### src/rtl/rk_crt_seq.sv
// rk_crt_seq: character-row sequencer for the Radio-86RK video stage.
// Tracks frame/row/scanline from hr/vr, double-buffers one character row
// fetched over a DMA req/ack handshake, and emits per-cell code and strobes.
module rk_crt_seq #(
  parameter int COLS    = 78,
  parameter int ROWS    = 30,
  parameter int LINES   = 10,
  parameter int UL_LINE = 9,
  parameter int VSKIP   = 11
) (
  input  logic       clk50mhz,
  input  logic       reset_n,
  input  logic       cce,
  input  logic       hr,
  input  logic       vr,
  input  logic       display_en,
  input  logic [6:0] cursor_x,
  input  logic [4:0] cursor_y,
  output logic       dma_req,
  input  logic       dma_ack,
  input  logic [7:0] dma_data,
  output logic [3:0] line,
  output logic [6:0] ichar,
  output logic       vsp,
  output logic       lten,
  output logic       rvv,
  output logic       underrun
);

  localparam logic [6:0] C_COLS  = 7'(COLS);
  localparam logic [6:0] C_WLAST = 7'(COLS - 1);
  localparam logic [5:0] C_ROWS  = 6'(ROWS);
  localparam logic [3:0] C_LAST  = 4'(LINES - 1);
  localparam logic [3:0] C_UL    = 4'(UL_LINE);
  localparam logic [4:0] C_SKIP  = 5'(VSKIP);

  localparam logic [1:0] S_IDLE  = 2'd0;
  localparam logic [1:0] S_FETCH = 2'd1;
  localparam logic [1:0] S_DONE  = 2'd2;

  logic       r_hr, r_hr_d, r_vr, r_vr_d;
  logic [6:0] r_col;
  logic [3:0] r_line;
  logic [5:0] r_row;
  logic [4:0] r_skip;
  logic [4:0] r_frame;
  logic       r_disp;      // buffer currently being displayed (1 = buf1)
  logic       r_rowblank;  // displayed row arrived incomplete
  logic       r_underrun;
  logic [1:0] r_fstate;
  logic [6:0] r_wr_idx;
  logic [6:0] r_ichar;
  logic       r_vsp, r_lten, r_rvv;
  logic [7:0] r_buf0 [COLS];
  logic [7:0] r_buf1 [COLS];

  logic       w_hr_rise, w_vr_rise;
  logic [6:0] w_col_n;
  logic [3:0] w_line_n;
  logic [5:0] w_row_n;
  logic [4:0] w_skip_n;
  logic [4:0] w_frame_n;
  logic       w_swap, w_fill_start, w_under_hit, w_rowblank_n, w_disp_n, w_we;
  logic [7:0] w_byte;
  logic       w_blank, w_cur, w_vsp;

  assign w_hr_rise    = r_hr & ~r_hr_d;
  assign w_vr_rise    = r_vr & ~r_vr_d;
  assign w_under_hit  = w_swap && (r_fstate == S_FETCH);
  assign w_rowblank_n = w_vr_rise ? 1'b0 : (w_swap ? w_under_hit : r_rowblank);
  assign w_disp_n     = r_disp ^ w_swap;
  // Acks landing on a fill restart or an abort belong to the dead fill.
  assign w_we         = dma_ack && (r_fstate == S_FETCH) && !w_swap && !w_fill_start;

  // Frame/line sequencing: next counters plus swap/fill-start decisions.
  // The vr edge wins over a coincident hr edge.
  always_comb begin
    w_col_n      = r_col;
    w_line_n     = r_line;
    w_row_n      = r_row;
    w_skip_n     = r_skip;
    w_frame_n    = r_frame;
    w_swap       = 1'b0;
    w_fill_start = 1'b0;
    if (w_vr_rise) begin
      w_skip_n     = C_SKIP;
      w_row_n      = '0;
      w_line_n     = '0;
      w_frame_n    = r_frame + 5'd1;
      w_fill_start = 1'b1;
    end else if (w_hr_rise) begin
      w_col_n = '0;
      if (r_skip != '0) begin
        w_skip_n = r_skip - 5'd1;
        if (r_skip == 5'd1) begin
          w_swap       = 1'b1;
          w_fill_start = (C_ROWS > 6'd1);
        end
      end else if (r_line == C_LAST) begin
        w_line_n = '0;
        if (r_row < C_ROWS) w_row_n = r_row + 6'd1;
        w_swap       = 1'b1;
        w_fill_start = ((w_row_n + 6'd1) < C_ROWS);
      end else begin
        w_line_n = r_line + 4'd1;
      end
    end
  end

  // Cell lookup and strobe decode, using post-edge col/line/row.
  always_comb begin
    w_byte = 8'h00;
    if (w_col_n < C_COLS) w_byte = w_disp_n ? r_buf1[w_col_n] : r_buf0[w_col_n];
    w_blank = (w_col_n >= C_COLS) || (w_skip_n != '0) || (w_row_n >= C_ROWS) ||
              !display_en || w_rowblank_n || w_line_n[3];
    w_cur   = (w_col_n == cursor_x) && (w_row_n == {1'b0, cursor_y}) &&
              (w_line_n == C_UL) && w_frame_n[4] && display_en;
    w_vsp   = w_blank & ~w_cur;
  end

  // Sequencer state, fill FSM and registered cell outputs.
  always_ff @(posedge clk50mhz) begin
    if (!reset_n) begin
      r_hr <= 1'b1; r_hr_d <= 1'b1; r_vr <= 1'b1; r_vr_d <= 1'b1;
      r_col <= '0; r_line <= '0; r_row <= '0; r_skip <= '0; r_frame <= '0;
      r_disp <= 1'b0; r_rowblank <= 1'b0; r_underrun <= 1'b0;
      r_fstate <= S_IDLE; r_wr_idx <= '0;
      r_ichar <= '0; r_vsp <= 1'b1; r_lten <= 1'b0; r_rvv <= 1'b0;
    end else begin
      r_hr <= hr; r_hr_d <= r_hr; r_vr <= vr; r_vr_d <= r_vr;
      r_line <= w_line_n; r_row <= w_row_n; r_skip <= w_skip_n; r_frame <= w_frame_n;
      r_disp <= w_disp_n; r_rowblank <= w_rowblank_n;
      if (w_vr_rise) r_underrun <= 1'b0;
      else if (w_under_hit) r_underrun <= 1'b1;
      if (cce) begin
        r_col   <= (w_col_n == 7'd127) ? w_col_n : w_col_n + 7'd1;
        r_lten  <= w_cur;
        r_vsp   <= w_vsp;
        r_rvv   <= ~w_vsp & w_byte[7];
        r_ichar <= w_vsp ? 7'd0 : w_byte[6:0];
      end else begin
        r_col <= w_col_n;
      end
      if (w_fill_start) begin
        r_fstate <= S_FETCH;
        r_wr_idx <= '0;
      end else if (w_under_hit) begin
        r_fstate <= S_IDLE;
      end else if (w_we) begin
        r_wr_idx <= r_wr_idx + 7'd1;
        if (r_wr_idx == C_WLAST) r_fstate <= S_DONE;
      end
    end
  end

  // Fill always targets the buffer not on display.
  always_ff @(posedge clk50mhz) begin
    if (w_we) begin
      if (r_disp) r_buf0[r_wr_idx] <= dma_data;
      else        r_buf1[r_wr_idx] <= dma_data;
    end
  end

  assign dma_req  = (r_fstate == S_FETCH);
  assign line     = r_line;
  assign ichar    = r_ichar;
  assign vsp      = r_vsp;
  assign lten     = r_lten;
  assign rvv      = r_rvv;
  assign underrun = r_underrun;

endmodule

### config.mk
export PLATFORM = sky130hd
export DESIGN_NAME = rk_crt_seq
export DESIGN_NICKNAME = d
export VERILOG_FILES = /design/src/rtl/rk_crt_seq.sv
export SDC_FILE = /design/constraint.sdc
export NUM_CORES = 2
export LEC_CHECK = 0
export BUFFER_PORTS_ARGS = -buffer_cell sky130_fd_sc_hd__buf_2
export CAP_MARGIN = 5
export CORE_MARGIN = 2
export CORE_UTILIZATION = 55
export DETAILED_ROUTE_END_ITERATION = 16
export PLACE_DENSITY = 0.71
export SLEW_MARGIN = 30
export SYNTH_ARGS = -nofsm -noshare
export SYNTH_HDL_FRONTEND = slang
export SYNTH_SLANG_ARGS = --single-unit
### constraint.sdc
create_clock -name clk50mhz -period 7.91 [get_ports clk50mhz]
set_input_delay 0.3955 -clock clk50mhz [delete_from_list [all_inputs] [get_ports clk50mhz]]
set_output_delay 0.3955 -clock clk50mhz [all_outputs]
set_load 0.005 [all_outputs]
[After elaboration in Yosys (flattened, before gate mapping)]
Memories as Yosys holds them, arrays and structs flattened.
Index checks and enable logic that the tools add are counted.
Operators by class
  add/sub/neg operators: 7
  $lt $le $gt $ge: 5
  eq/ne operators: 8
  muxes and demuxes: 45
  bitwise logic cells: 11
  reductions and logical operators: 26
Operators by type and width (number)
  two-way mux 6 bit: 9
  two-way mux 7 bit: 5
  two-way mux 1 bit: 21
  two-way mux 5 bit: 4
  two-way mux 4 bit: 4
  two-way mux 8 bit: 2
  adder 7 x 1 -> 7 bit (second input constant): 2
  equality test 7 bit (second input constant): 2
  adder 6 x 1 -> 6 bit (second input constant): 2
  < comparator 6 x 5 -> 1 bit (second input constant): 2
  nonzero test 5 bit: 2
  equality test 4 bit (second input constant): 2
  logical AND 1 bit: 8
  equality test 7 bit: 1
  >= comparator 7 bit (second input constant): 1
  < comparator 7 bit (second input constant): 1
  equality test 6 x 5 -> 1 bit: 1
  >= comparator 6 x 5 -> 1 bit (second input constant): 1
  NOT 1 bit: 6
  AND reduction 2 bit: 3
  nonzero test 3 bit: 2
  adder 5 x 1 -> 5 bit (second input constant): 1
  equality test 5 x 1 -> 1 bit (second input constant): 1
  logical OR 1 bit: 5
  other kinds (8): 14
Storage, ports and cells
  register bits after elaboration: 53
  memory bits (writable): 1248
  input bits: 27
  memories kept: 2
Memories
  r_buf0: words 78, bits a word 8, read ports 1, clocked after memory_dff 0, wr ports 1, RTL line 54  | logic [7:0] r_buf0 [COLS];
  r_buf1: words 78, bits a word 8, read ports 1, clocked after memory_dff 0, wr ports 1, RTL line 55  | logic [7:0] r_buf1 [COLS];

[Logic depth before layout (Yosys ltp)]
  word-level depth: 19
  depth in mapped cells: 14

[Worst setup path after synthesis]
OpenSTA, ideal clock, no wires.
  kind: register to register
  start point: register r_row[1]
  end point: memory r_buf0[70][0] (enable)
  arrival time: 3.544 ns
  required time: 7.515 ns
  slack: 3.971 ns
  stages on the path, launching flop included: 14
  buffers on the path: 3
  clock period less this slack: 3.939 ns
  cell sequence: dfxtp_1 buf_2 and4_1 a211oi_2 inv_1 ha_1 xor2_1 nand2_1 maj3_1 o311ai_0 nand2b_1 buf_2 clkbuf_1 nor4_1
On the way
  word-level cells in the longest chain between the ends: 16
  elaborated cells between the ends (all ways): 17
  those cells by class: add/sub: 2; order compare: 2; mux: 11; reduce/logical: 2
Ends and longest elaborated chain
  start: declaration: RTL line 44  | logic [5:0] r_row;
  start signal: assignment: RTL line 131  | r_line <= w_line_n; r_row <= w_row_n; r_skip <= w_skip_n; r_frame <= w_frame_n;
  adder 6 x 1 -> 6 bit / < comparator 6 x 5 -> 1 bit (equally long branches): RTL line 101  | if (r_row < C_ROWS) w_row_n = r_row + 6'd1;
  two-way mux 6 bit *: RTL line 101
  two-way mux 6 bit *: RTL line 99  | end else if (r_line == C_LAST) begin
  two-way mux 6 bit *: RTL line 93  | if (r_skip != '0) begin
  two-way mux 6 bit *: RTL line 91  | end else if (w_hr_rise) begin
  two-way mux 6 bit *: RTL line 85  | if (w_vr_rise) begin
  adder 6 x 1 -> 6 bit *: RTL line 103  | w_fill_start = ((w_row_n + 6'd1) < C_ROWS);
  < comparator 6 x 5 -> 1 bit *: RTL line 103
  two-way mux 1 bit *: RTL line 99
  two-way mux 1 bit *: RTL line 93
  two-way mux 1 bit *: RTL line 91
  two-way mux 1 bit *: RTL line 85
  zero test 1 bit *: RTL line 73  | assign w_we = dma_ack && (r_fstate == S_FETCH) && !w_swap && !w_fill_start;
  logical AND 1 bit *: RTL line 73
  two-way mux 1 bit *: RTL line 158  | if (w_we) begin
  two-way mux 1 bit (implied by the code) *: RTL line 159  | if (r_disp) r_buf0[r_wr_idx] <= dma_data;
  end: declaration: RTL line 54
Mark *: on every way between the ends. The rest lies on a longest branch, timed or not. The select of a mux whose other input is x is not followed.

[Worst setup path in the final report]
  start point: register r_row[1]
  end point: memory r_buf1[33][3] (enable)
On the way
  word-level cells in the longest chain between the ends: 16
  elaborated cells between the ends (all ways): 17
  those cells by class: add/sub: 2; order compare: 2; mux: 11; reduce/logical: 2
Ends and longest elaborated chain
  adder 6 x 1 -> 6 bit / < comparator 6 x 5 -> 1 bit (equally long branches): RTL line 101
  two-way mux 6 bit *: RTL line 101
  two-way mux 6 bit *: RTL line 99
  two-way mux 6 bit *: RTL line 93
  two-way mux 6 bit *: RTL line 91
  two-way mux 6 bit *: RTL line 85
  adder 6 x 1 -> 6 bit *: RTL line 103
  < comparator 6 x 5 -> 1 bit *: RTL line 103
  two-way mux 1 bit *: RTL line 99
  two-way mux 1 bit *: RTL line 93
  two-way mux 1 bit *: RTL line 91
  two-way mux 1 bit *: RTL line 85
  zero test 1 bit *: RTL line 73
  logical AND 1 bit *: RTL line 73
  two-way mux 1 bit *: RTL line 158
  two-way mux 1 bit (implied by the code) *: RTL line 160  | else r_buf1[r_wr_idx] <= dma_data;
  end: declaration: RTL line 55
Marked as above.

==> flow_summary.json <==
{
  "outcome": "complete, no violations",
  "clk_latency_ns": 0.77,
  "synth_cells": 3718,
  "fin_crit_ns": 5.41,
  "rsz0062_at_grt": "no",
  "maxCapViolCount": 0,
  "synth_top_area_share_pct": 69.2,
  "crit_type": "register to register",
  "placementRows": 115,
  "synth_edf_count": 1248,
  "cts_root_buffer": "clkbuf_16",
  "hp-class": "input port to register",
  "yosys_warnings": 0,
  "final_cell_count_no_fill": 5154,
  "gp_congestion": 0.905,
  "hold_ws_ns": 0.0776,
  "wl_per_cell_microns": 30.2,
  "reg2regPathDepth": 14,
  "grt_pass1_vias": 33100,
  "cts.sinks": 1301,
  "dp_hpwl_mm": 93.8,
  "nNetsFinal": 3799,
  "grt_util_met1_pct": 41.8,
  "use_met2_pct": 46.9,
  "overflow": 0,
  "layout_common_cells": "1248 x edfxtp_1, 313 x mux2i_1, 291 x nand2_1",
  "netlist-cell-type-count": 87,
  "drive_above_1_share_pct": 14.8,
  "fin_skew_ns": 0.0395,
  "vias": 35000,
  "cp-startpoint": "r_row[1]",
  "crit_end": "r_buf1[33][3]",
  "fin_crit_sh_pct": 68.4,
  "htreeDepth": 4,
  "io_buffer_count": 42,
  "ant_nets": 0,
  "placed_cell_area_sq_mm": 0.0565,
  "fp.dieH_microns": 318,
  "worstReg2RegStart": "r_row[1]",
  "drt-pass1-iter-count": 8,
  "setup_viol": 0,
  "synth-seq-area-share_pct": 71.2,
  "drt-total-wl_mm": 155,
  "drv_slew": 0,
  "grt_busiest_layer": "met2",
  "max_freq_mhz": 185,
  "cts.repair.resized": 0,
  "antenna_found_initial": 5,
  "core-area_sq_mm": 0.0980,
  "r2r-end": "r_buf1[33][3]",
  "switching_share_pct": 22.8,
  "leakage_nw": 19.3,
  "total_power_mw": 14.6,
  "grt_start_max_net_pins": 153,
  "syn_nets": 3755,
  "drc": 0,
  "async_flop_share_pct": 0,
  "switching_power_mw": 3.33,
  "cts_buffers": 131,
  "final_common_cell": "edfxtp_1",
  "synth_largest_area_cell": "edfxtp_1",
  "cts_tree": "yes",
  "track_usage_pct": 30.3,
  "ys.flop_type": "edfxtp_1",
  "synth.avg_cell_area_sq_um": 14.6,
  "vias_per_cell": 6.79,
  "internal_power_mw": 11.3,
  "start_util_pct": 55.2,
  "die_x_microns": 318,
  "cp-end-kind": "register",
  "start_kind": "register",
  "ys_ff_latch": 1301,
  "clk_pin_slew_ns": 0.07,
  "ir_worst_vdd_v": 0.000198,
  "top_level_ports": 43,
  "die_area_sq_mm": 0.101,
  "synth_area_leaders": "edfxtp_1 69%, mux2i_1 5.8%, a21oi_1 2.5%",
  "seqPwrFrac_pct": 51.9,
  "setup_tns_ns": 0,
  "p_per_area_mw_per_mm2": 239,
  "power.share.clock_pct": 41.6,
  "slew_headroom_pct": 26.7,
  "critPathArrivalTime_ns": 5.87,
  "area_delta_synth_final_pct": 12.9,
  "path_max_fanout": 36,
  "drt_iter0_drc": 5494,
  "worst_slew_pin_slew_ns": 1.10,
  "fin_area_sq_mm": 0.0611,
  "r2r_setup_slack_ns": 2.50,
  "grt_pass1_wl_mm": 224,
  "clk_path_buf_depth": 3,
  "synth_area_sq_mm": 0.0541,
  "required_ns": 8.37,
  "p_comb_share_pct": 6.5,
  "dpl.cell_count": 4908,
  "use_met3_pct": 6.67,
  "hold_viol": 0
}
## per-stage QoR
step | setup WS [ns] | utilization, %
2_1_floorplan | 3.97 | -
3_3_place_gp | 2.35 | 57.7
3_5_place_dp | 2.33 | 57.7
4_1_cts | 2.27 | 62.0
5_1_grt | 2.11 | 62.4
6_report | 2.50 | 62.4
## critical path, cell delays in order (launching register included)
cell	delay [ns]
dfxtp_1	0.53
ha_1	0.30
nor2b_1	0.14
a211oi_2	0.30
inv_1	0.14
ha_1	0.23
xor2_1	0.18
nand2_1	0.08
maj3_1	0.34
o311ai_0	0.65
nand2b_4	0.41
buf_16	0.32
buf_4	0.39
nor4_1	0.74
buf_4	0.27
## kinds of logic after synthesis
kind of cell,after synthesis,synth area share (%)
AO/OA/AOI/OAI,846,10.3
adder cells (fa/ha/maj),11,0.250
buffers and inverters,306,2.36
XOR/XNOR,31,0.502
AND/OR/NAND/NOR,845,7.68
flip-flops,1301,71.2
multiplexers,378,7.68
## flip-flops by register name (all words and copies together) (netlist names), 2 cells and up
| signal | count |
|---|---|
| ichar | 7 |
| line | 4 |
| r_buf0 | 624 |
| r_buf1 | 624 |
| r_col | 7 |
| r_frame | 5 |
| r_fstate | 2 |
| r_row | 6 |
| r_skip | 5 |
| r_wr_idx | 7 |
## per-layer routing
metal	wire, microns	vias up	part of all wire (%)
met5	166	-	0.11
met2	71400	2421	46
met3	18500	393	12
li1	-	14900	-
met4	6820	2	4.4
met1	58500	17300	38
## how the worst min path moves through the flow
| stage | slack [ns] | startpoint | endpoint | cells after the start |
|---|---|---|---|---|
| finish | 0.08 | dma_data[7] | r_buf0[42][7] | 1 |
| CTS | 0.1 | cursor_y[0] | lten | 6 |
| detailed placement | 0.47 | lten | lten | 2 |
| global placement | 0.46 | lten | lten | 2 |
| floorplan | 0.43 | r_vr | r_vr_d | 1 |
| global route | 0.07 | dma_data[7] | r_buf0[42][7] | 1 |
## cells in the mapped netlist, drive strengths merged (70+ instances only)
library cell and count:
a211oi 72, mux2i 313, o22ai 85, edfxtp 1248, a21oi 268, nor2 135
buf 133, clkbuf 154, nand3 70, nor4 151, a22oi 77, o21ai 106
nand2 293
## what timing repair did
| action | CTS | global route |
|---|---|---|
| hold buffers | 5 | 0 |
| setup buffers | 0 | 0 |
| hold endpoints to repair | 5 | 0 |
## power by group through the flow
stage | registers [mW] | clock network (mW) | logic (mW)
after CTS | 7.58 | 6.11 | 0.911
after global routing | 7.57 | 6.40 | 0.983
final | 7.58 | 6.07 | 0.942
after global placement | 7.72 | 0 | 0.896
after floorplan | 7.70 | 0 | 0.538
after detailed placement | 7.72 | 0 | 0.905
## area by class of cell
| cell class | instances | area (sq um) |
|---|---|---|
| Antenna cell | 1 | 2.50 |
| Clock buffer | 155 | 3370 |
| Clock inverter | 82 | 823 |
| Fill cell | 7011 | 36900 |
| Inverter | 19 | 75.1 |
| Multi-Input combinational cell | 2111 | 15200 |
| Sequential cell | 1301 | 38500 |
| Tap cell | 1287 | 1610 |
| Timing Repair Buffer | 198 | 1530 |
Power figures use the tool's default switching activity.
